<file path="src/rtl/npu_pkg.sv">
// Shared definitions for the NPU convolution sequencing blocks.
// Holds the scheduler state encoding and the fixed engine geometry limits.
package npu_pkg;

   localparam int K = 3;
   localparam logic [2:0] MAX_STRIDE = 3'd4;

   typedef enum logic [2:0] {
      IDLE    = 3'd0,
      CHECK   = 3'd1,
      ISSUE   = 3'd2,
      WAIT    = 3'd3,
      WR1     = 3'd4,
      WR2     = 3'd5,
      ADVANCE = 3'd6,
      DONE    = 3'd7
   } state_t;

endpackage

</file>
<file path="src/rtl/conv_addr_gen.sv">
// Row/column walker for the convolution scheduler.
// Source and output addresses are stepped incrementally, no multipliers.
module conv_addr_gen #(
   parameter int IMG_W  = 28,
   parameter int ADDR_W = 10,
   parameter int CNT_W  = 5
) (
   input  logic              i_clk,
   input  logic              i_rst,
   input  logic              init,
   input  logic              advance,
   input  logic [ADDR_W-1:0] src_base,
   input  logic [ADDR_W-1:0] out_base,
   input  logic [2:0]        stride,
   input  logic [CNT_W-1:0]  out_w,
   input  logic [CNT_W-1:0]  out_h,
   output logic [ADDR_W-1:0] src_addr,
   output logic [ADDR_W-1:0] out_addr,
   output logic              last_pair,
   output logic              odd_tail
);

   logic [CNT_W-1:0]  col;
   logic [CNT_W-1:0]  row;
   logic [ADDR_W-1:0] row_src;
   logic [ADDR_W-1:0] row_step;
   logic [ADDR_W-1:0] col_step;
   logic              row_end;

   always_comb begin
      row_step = '0;
      case (stride)
         3'd1:    row_step = ADDR_W'(IMG_W);
         3'd2:    row_step = ADDR_W'(2 * IMG_W);
         3'd3:    row_step = ADDR_W'(3 * IMG_W);
         3'd4:    row_step = ADDR_W'(4 * IMG_W);
         default: row_step = '0;
      endcase
   end

   assign col_step  = ADDR_W'({stride, 1'b0});
   assign row_end   = ({1'b0, col} + 2) >= {1'b0, out_w};
   assign odd_tail  = ({1'b0, col} + 1) == {1'b0, out_w};
   assign last_pair = row_end && (({1'b0, row} + 1) == {1'b0, out_h});

   // Wrapping a row: the next row's first output sits 1 or 2 past the last pair.
   always_ff @(posedge i_clk or posedge i_rst) begin
      if (i_rst) begin
         col      <= '0;
         row      <= '0;
         row_src  <= '0;
         src_addr <= '0;
         out_addr <= '0;
      end else if (init) begin
         col      <= '0;
         row      <= '0;
         row_src  <= src_base;
         src_addr <= src_base;
         out_addr <= out_base;
      end else if (advance) begin
         if (row_end) begin
            col      <= '0;
            row      <= row + CNT_W'(1);
            row_src  <= row_src + row_step;
            src_addr <= row_src + row_step;
            out_addr <= out_addr + (odd_tail ? ADDR_W'(1) : ADDR_W'(2));
         end else begin
            col      <= col + CNT_W'(2);
            src_addr <= src_addr + col_step;
            out_addr <= out_addr + ADDR_W'(2);
         end
      end
   end

endmodule

</file>
<file path="src/rtl/conv_scheduler.sv">
// Job sequencer for the dual-window 3x3 convolution engine.
// Issues column pairs, waits for the engine, writes both sums out.
module conv_scheduler #(
   parameter int IMG_W  = 28,
   parameter int IMG_H  = 28,
   parameter int K      = npu_pkg::K,
   parameter int ADDR_W = 10,
   parameter int DATA_W = 8
) (
   input  logic              i_clk,
   input  logic              i_rst,
   input  logic              i_start,
   input  logic [ADDR_W-1:0] i_src_base,
   input  logic [ADDR_W-1:0] i_kernel_base,
   input  logic [ADDR_W-1:0] i_out_base,
   input  logic [2:0]        i_stride,
   output logic              o_busy,
   output logic              o_done,
   output logic              o_err,
   output logic              o_conv_start,
   output logic              o_conv_load_kernel,
   output logic [ADDR_W-1:0] o_conv_src_addr,
   output logic [ADDR_W-1:0] o_conv_kernel_addr,
   output logic [2:0]        o_conv_stride,
   input  logic              i_conv_done,
   input  logic [DATA_W-1:0] i_conv_sum1,
   input  logic [DATA_W-1:0] i_conv_sum2,
   output logic              o_wr_en,
   output logic [ADDR_W-1:0] o_wr_addr,
   output logic [DATA_W-1:0] o_wr_data
);
   import npu_pkg::*;

   localparam int MAX_DIM = (IMG_W > IMG_H) ? IMG_W : IMG_H;
   localparam int CNT_W   = $clog2(MAX_DIM + 2);

   state_t            state;
   state_t            state_n;
   logic [ADDR_W-1:0] src_base_q;
   logic [ADDR_W-1:0] kernel_base_q;
   logic [ADDR_W-1:0] out_base_q;
   logic [2:0]        stride_q;
   logic [DATA_W-1:0] sum1_q;
   logic [DATA_W-1:0] sum2_q;
   logic              first_q;
   logic              stride_ok;
   logic [CNT_W-1:0]  out_w;
   logic [CNT_W-1:0]  out_h;
   logic [ADDR_W-1:0] src_addr;
   logic [ADDR_W-1:0] out_addr;
   logic              last_pair;
   logic              odd_tail;

   assign stride_ok = (stride_q != 3'd0) && (stride_q <= MAX_STRIDE);

   // Only four legal strides, so the output geometry is a constant lookup.
   always_comb begin
      out_w = '0;
      out_h = '0;
      case (stride_q)
         3'd1: begin
            out_w = CNT_W'((IMG_W - K) / 1 + 1);
            out_h = CNT_W'((IMG_H - K) / 1 + 1);
         end
         3'd2: begin
            out_w = CNT_W'((IMG_W - K) / 2 + 1);
            out_h = CNT_W'((IMG_H - K) / 2 + 1);
         end
         3'd3: begin
            out_w = CNT_W'((IMG_W - K) / 3 + 1);
            out_h = CNT_W'((IMG_H - K) / 3 + 1);
         end
         3'd4: begin
            out_w = CNT_W'((IMG_W - K) / 4 + 1);
            out_h = CNT_W'((IMG_H - K) / 4 + 1);
         end
         default: begin
            out_w = '0;
            out_h = '0;
         end
      endcase
   end

   always_comb begin
      state_n = state;
      unique case (state)
         IDLE:    if (i_start) state_n = CHECK;
         CHECK:   state_n = stride_ok ? ISSUE : IDLE;
         ISSUE:   state_n = WAIT;
         WAIT:    if (i_conv_done) state_n = WR1;
         WR1:     state_n = odd_tail ? ADVANCE : WR2;
         WR2:     state_n = ADVANCE;
         ADVANCE: state_n = last_pair ? DONE : ISSUE;
         DONE:    state_n = IDLE;
         default: state_n = IDLE;
      endcase
   end

   always_ff @(posedge i_clk or posedge i_rst) begin
      if (i_rst) begin
         state         <= IDLE;
         src_base_q    <= '0;
         kernel_base_q <= '0;
         out_base_q    <= '0;
         stride_q      <= '0;
         sum1_q        <= '0;
         sum2_q        <= '0;
         first_q       <= 1'b0;
      end else begin
         state <= state_n;
         if (state == IDLE && i_start) begin
            src_base_q    <= i_src_base;
            kernel_base_q <= i_kernel_base;
            out_base_q    <= i_out_base;
            stride_q      <= i_stride;
         end
         if (state == WAIT && i_conv_done) begin
            sum1_q <= i_conv_sum1;
            sum2_q <= i_conv_sum2;
         end
         if (state == CHECK) first_q <= 1'b1;
         else if (state == ISSUE) first_q <= 1'b0;
      end
   end

   conv_addr_gen #(
      .IMG_W  (IMG_W),
      .ADDR_W (ADDR_W),
      .CNT_W  (CNT_W)
   ) u_addr_gen (
      .i_clk     (i_clk),
      .i_rst     (i_rst),
      .init      (state == CHECK && stride_ok),
      .advance   (state == ADVANCE),
      .src_base  (src_base_q),
      .out_base  (out_base_q),
      .stride    (stride_q),
      .out_w     (out_w),
      .out_h     (out_h),
      .src_addr  (src_addr),
      .out_addr  (out_addr),
      .last_pair (last_pair),
      .odd_tail  (odd_tail)
   );

   assign o_busy             = state inside {ISSUE, WAIT, WR1, WR2, ADVANCE};
   assign o_done             = (state == DONE);
   assign o_err              = (state == CHECK) && !stride_ok;
   assign o_conv_start       = (state == ISSUE);
   assign o_conv_load_kernel = (state == ISSUE) && first_q;
   assign o_conv_src_addr    = (state == ISSUE) ? src_addr : '0;
   assign o_conv_kernel_addr = kernel_base_q;
   assign o_conv_stride      = stride_q;
   assign o_wr_en            = (state == WR1) || (state == WR2);

   always_comb begin
      o_wr_addr = '0;
      o_wr_data = '0;
      if (state == WR1) begin
         o_wr_addr = out_addr;
         o_wr_data = sum1_q;
      end else if (state == WR2) begin
         o_wr_addr = out_addr + ADDR_W'(1);
         o_wr_data = sum2_q;
      end
   end

endmodule

</file>
<file path="config.mk">
export PLATFORM = sky130hd
export DESIGN_NAME = conv_scheduler
export DESIGN_NICKNAME = d
export VERILOG_FILES = /design/src/rtl/npu_pkg.sv /design/src/rtl/conv_addr_gen.sv /design/src/rtl/conv_scheduler.sv
export SDC_FILE = /design/constraint.sdc
export NUM_CORES = 1
export LEC_CHECK = 0
export CAP_MARGIN = 20
export CORE_AREA = 2 2 87 152
export DETAILED_ROUTE_END_ITERATION = 8
export DIE_AREA = 0 0 89 154
export MAX_ROUTING_LAYER = met4
export PLACE_DENSITY = 0.71
export SYNTH_ARGS = -nofsm -noshare
export SYNTH_HDL_FRONTEND = slang
export SYNTH_HIERARCHICAL = 1
export SYNTH_SLANG_ARGS = --single-unit
</file>
<file path="constraint.sdc">
create_clock -name i_clk -period 8.5 [get_ports i_clk]
set_input_delay 1.7 -clock i_clk [delete_from_list [all_inputs] [get_ports i_clk]]
set_output_delay 1.7 -clock i_clk [all_outputs]
set_load 0.05 [all_outputs]
</file>
==> reports/results.tsv <==
stage	metric	value	unit
yosys	XOR/XNOR Fraction of Synth Area	6.36	%
pwr	P_leak	2.92	nW
drt	drt pass-1 iters	5	
yosys	Ys Warns	6	
finish	number of fill cells	1122	
clock_network	cts repair resizes	0	
grt	initial antenna violation count	0	
placed_design	detailed placer's ending HPWL	10.1	mm
yosys	Unique masters post-synth	63	
drt	drt total wl	13.8	mm
drt	Avg WL per Cell	17.0	microns
sta	unrepaired setup endpoints after global routing	no	
yosys	simple-gate portion of the synthesized area	15.5	%
clock_network	postcts setup bufs	0	
grt	GRT overflow	0	
yosys	EDFF count, synth	0	
placed_design	# port buffers	99	
yosys	Synth Flop Type	dfrtp_1	
worst_setup_path	CP Class	flip-flop to output pin	
drt	WL met2	7.52	mm
worst_setup_path	Critical Path, Cell by Cell	nand4_4, or4_1, a21oi_1, clkdlybuf4s50_1	
clock_network	Clock Latency Late Sink	0.35	ns
floorplan	CORE AREA	0.0124	sq mm
pwr	VDD IR max	0.278	mV
finish	commonest cells after routing, fill and taps aside	clkdlybuf4s50_1, dfrtp_1, mux2_2	
worst_hold_path	Worst Hold Class	flip-flop to flip-flop	
worst_setup_path	CP startpoint kind	flip-flop	
drt	highest routed layer	met4	
yosys	Syn Nets	619	
clock_network	Root Driver	clkbuf_16	
clock_network	number of H-tree levels	3	
finish	Synth-to-Final Area Change	26.2	%
worst_setup_path	Buf+Inv Stages, Crit Path	1	
yosys	register area share after synthesis	41.8	%
finish	fin util	55.9	%
drt	Vias	4487	
yosys	Synth Area per Inst	10.1	sq um
pwr	total power	2.93	mW
yosys	largest family of logic cells by synthesized area	simple AND/OR/NAND/NOR gates	
sta	Slew @ Worst Pin	1.07	ns
sta	Final Cycle Share	57.9	%
grt	largest net degree at the start of global routing	50	
sta	endpoints failing setup	0	
placed_design	GP Congestion	0.903	
flow_run	MaxCap Viol Count	0	
clock_network	clk slew on worst S/H paths	0.07	ns
clock_network	Longest Clk Path Bufs	2	
pwr	Pwr Density	422	mW/mm^2
worst_setup_path	crit path DAT	3.22	ns
worst_setup_path	cell family with most CP delay	flip-flops	
finish	layout cell share with drive strength beyond 1	14.8	%
worst_setup_path	Max stage delay cell, worst path	dfrtp_1	
yosys	Synth Instances	544	
sta	relative slew slack	28.6	%
finish	final instance area	0.00695	sq mm
worst_setup_path	Data required, critical path	6.80	ns
drt	DR iter-0 viols	322	
outcome	status	finished clean	
floorplan	height of the die	154	microns
yosys	synthesized flop and latch total	92	
yosys	compound-gate portion of the synthesized area	12.5	%
yosys	adder-cell share of the synthesized area	5.41	%
yosys	mux cell area share after synthesis	13.9	%
worst_setup_path	CP Max Fanout	27	
grt	first-pass GRT wire length	23.0	mm
finish	nets@finish	712	
sta	Slew Limit Fails	0	
yosys	post-synthesis async set-or-reset flop share	100	%
grt	global-route usage over all layers	22.0	%
drt	Via density	5.54	
floorplan	Die ar.	0.0137	sq mm
sta	Setup TNS	0	ns
drt	met1 wire length	5.27	mm
sta	Fmax achieved	0.203	GHz
drt	# DRC	0	
worst_setup_path	CP Capture Type	output pin	
yosys	Cell Area, Synth	0.00551	sq mm
grt	number of global-route vias before repair	4716	
floorplan	I/O pin total	100	
floorplan	Die X	89	microns
placed_design	dpl cell area	0.00662	sq mm
clock_network	CTS Sinks	92	
floorplan	Initial Utilization	44.3	%
clock_network	hold buffers post-CTS	0	
sta	clock period minus worst slack	4.92	ns
worst_setup_path	CP max stage delay	1.05	ns
finish	commonest non-fill, non-tap cell in the layout	clkdlybuf4s50_1	
sta	Clock Skews	0.0112	ns
finish	n_diodes	0	
clock_network	number of CTS-inserted buffers	9	
drt	antenna-violating nets left	0	
clock_network	TritonCTS clock tree	done	
drt	Routed met3 length	529	microns
floorplan	# rows	54	
sta	Final Hold Vio Count	0	
[sequential cells by signal, indices dropped and copies added, names as in the netlist]
signal,flops
u_addr_gen/src_addr,10
out_base_q,10
first_q,1
u_addr_gen/out_addr,10
sum1_q,8
state,3
src_base_q,10
o_conv_kernel_addr,10
u_addr_gen/row_src,10
sum2_q,8
u_addr_gen/col,4
o_conv_stride,3
u_addr_gen/row,5
[final cells by class]
type / instances / area [sq um] / area share (%)
clock buffer: 9 / 225 / 3.24
clock inverter: 7 / 105 / 1.51
inverter: 26 / 97.6 / 1.40
multi-input combinational: 402 / 2970 / 42.7
sequential: 92 / 2300 / 33.1
tap: 168 / 210 / 3.02
timing repair buffer: 106 / 1040 / 15.0
[tightest hold or removal path: stages (launching register included)]
cell and delay, ns:
dfrtp_1 0.34, nand2_1 0.05, o21ai_1 0.06
[power breakdown]
part           switching (mW)  internal (mW)  total [mW]  leakage (nW)
logic                   0.937          0.677        1.61          1.64
registers               0.229          0.641       0.870          1.12
clock network           0.182          0.263       0.445         0.159
total                    1.35           1.58        2.93          2.92
[cells by family (layout without fill, tap and decap cells)]
logic type | Yosys count | count (layout)
compound gates | 108 | 108
flops | 92 | 92
fa+ha+maj | 22 | 22
xor+xnor | 40 | 40
mux | 70 | 70
simple gates | 162 | 162
buf+inv | 50 | 148
[final timing paths]
kind / depth (start not counted) / slack (ns) / endpoint / start
max in group asynchronous: 3 / 6.09 / out_base_q[4] / i_rst
min in group asynchronous: 2 / 1.57 / o_conv_kernel_addr[3] / i_rst
setup reg to reg: 14 / 4.56 / u_addr_gen/out_addr[8] / o_conv_stride[0]
hold reg to reg: 2 / 0.49 / u_addr_gen/out_addr[5] / out_base_q[5]
setup / recovery: 4 / 3.58 / o_wr_addr[7] / state[0]
hold / removal: 2 / 0.49 / u_addr_gen/out_addr[5] / out_base_q[5]
[routing by layer]
metal	global-route usage, %	up-vias
li1	-	2097
met1	25.1	2218
met2	37.4	132
met3	3.44	40
met4	9.59	0
met5	-	-
[stage by stage]
stage | cells | hold WS [ns] | setup WS, ns
after global placement | 793 | 0.485 | 3.94
after detailed placement | 794 | 0.482 | 3.95
after global routing | 810 | 0.526 | 3.39
after CTS | 810 | 0.501 | 3.57
after floorplan | 544 | 0.455 | 4.40
final | 810 | 0.494 | 3.58
[cell usage after synthesis (2+ instances only)]
cell type / count / area (sq um)
nand2_1: 42 / 158
xor2_1: 24 / 210
nand3_1: 13 / 65.1
nand2b_1: 9 / 56.3
o21a_1: 3 / 22.5
o211ai_1: 5 / 37.5
nor3_1: 9 / 45.0
nor4_2: 2 / 25.0
buf_1: 2 / 7.51
and2_1: 13 / 81.3
buf_6: 6 / 67.6
ha_1: 19 / 238
buf_2: 7 / 35.0
a31oi_1: 5 / 31.3
o2111ai_1: 2 / 17.5
o221ai_1: 2 / 17.5
o21ai_1: 15 / 75.1
nor2b_1: 5 / 31.3
xnor2_1: 16 / 140
buf_4: 2 / 15.0
o21ai_0: 20 / 100
o31ai_1: 5 / 37.5
nand4_1: 7 / 43.8
and3_1: 5 / 31.3
dfrtp_1: 92 / 2300
mux2i_1: 19 / 190
mux2_2: 51 / 574
clkbuf_1: 7 / 26.3
or3_1: 2 / 12.5
nor3b_1: 2 / 15.0
nor2_1: 39 / 146
a21oi_1: 31 / 155
or4_1: 3 / 22.5
inv_1: 25 / 93.8
fa_1: 3 / 60.1
a21o_1: 5 / 37.5
Note: power is estimated with default switching activity, not from simulation.
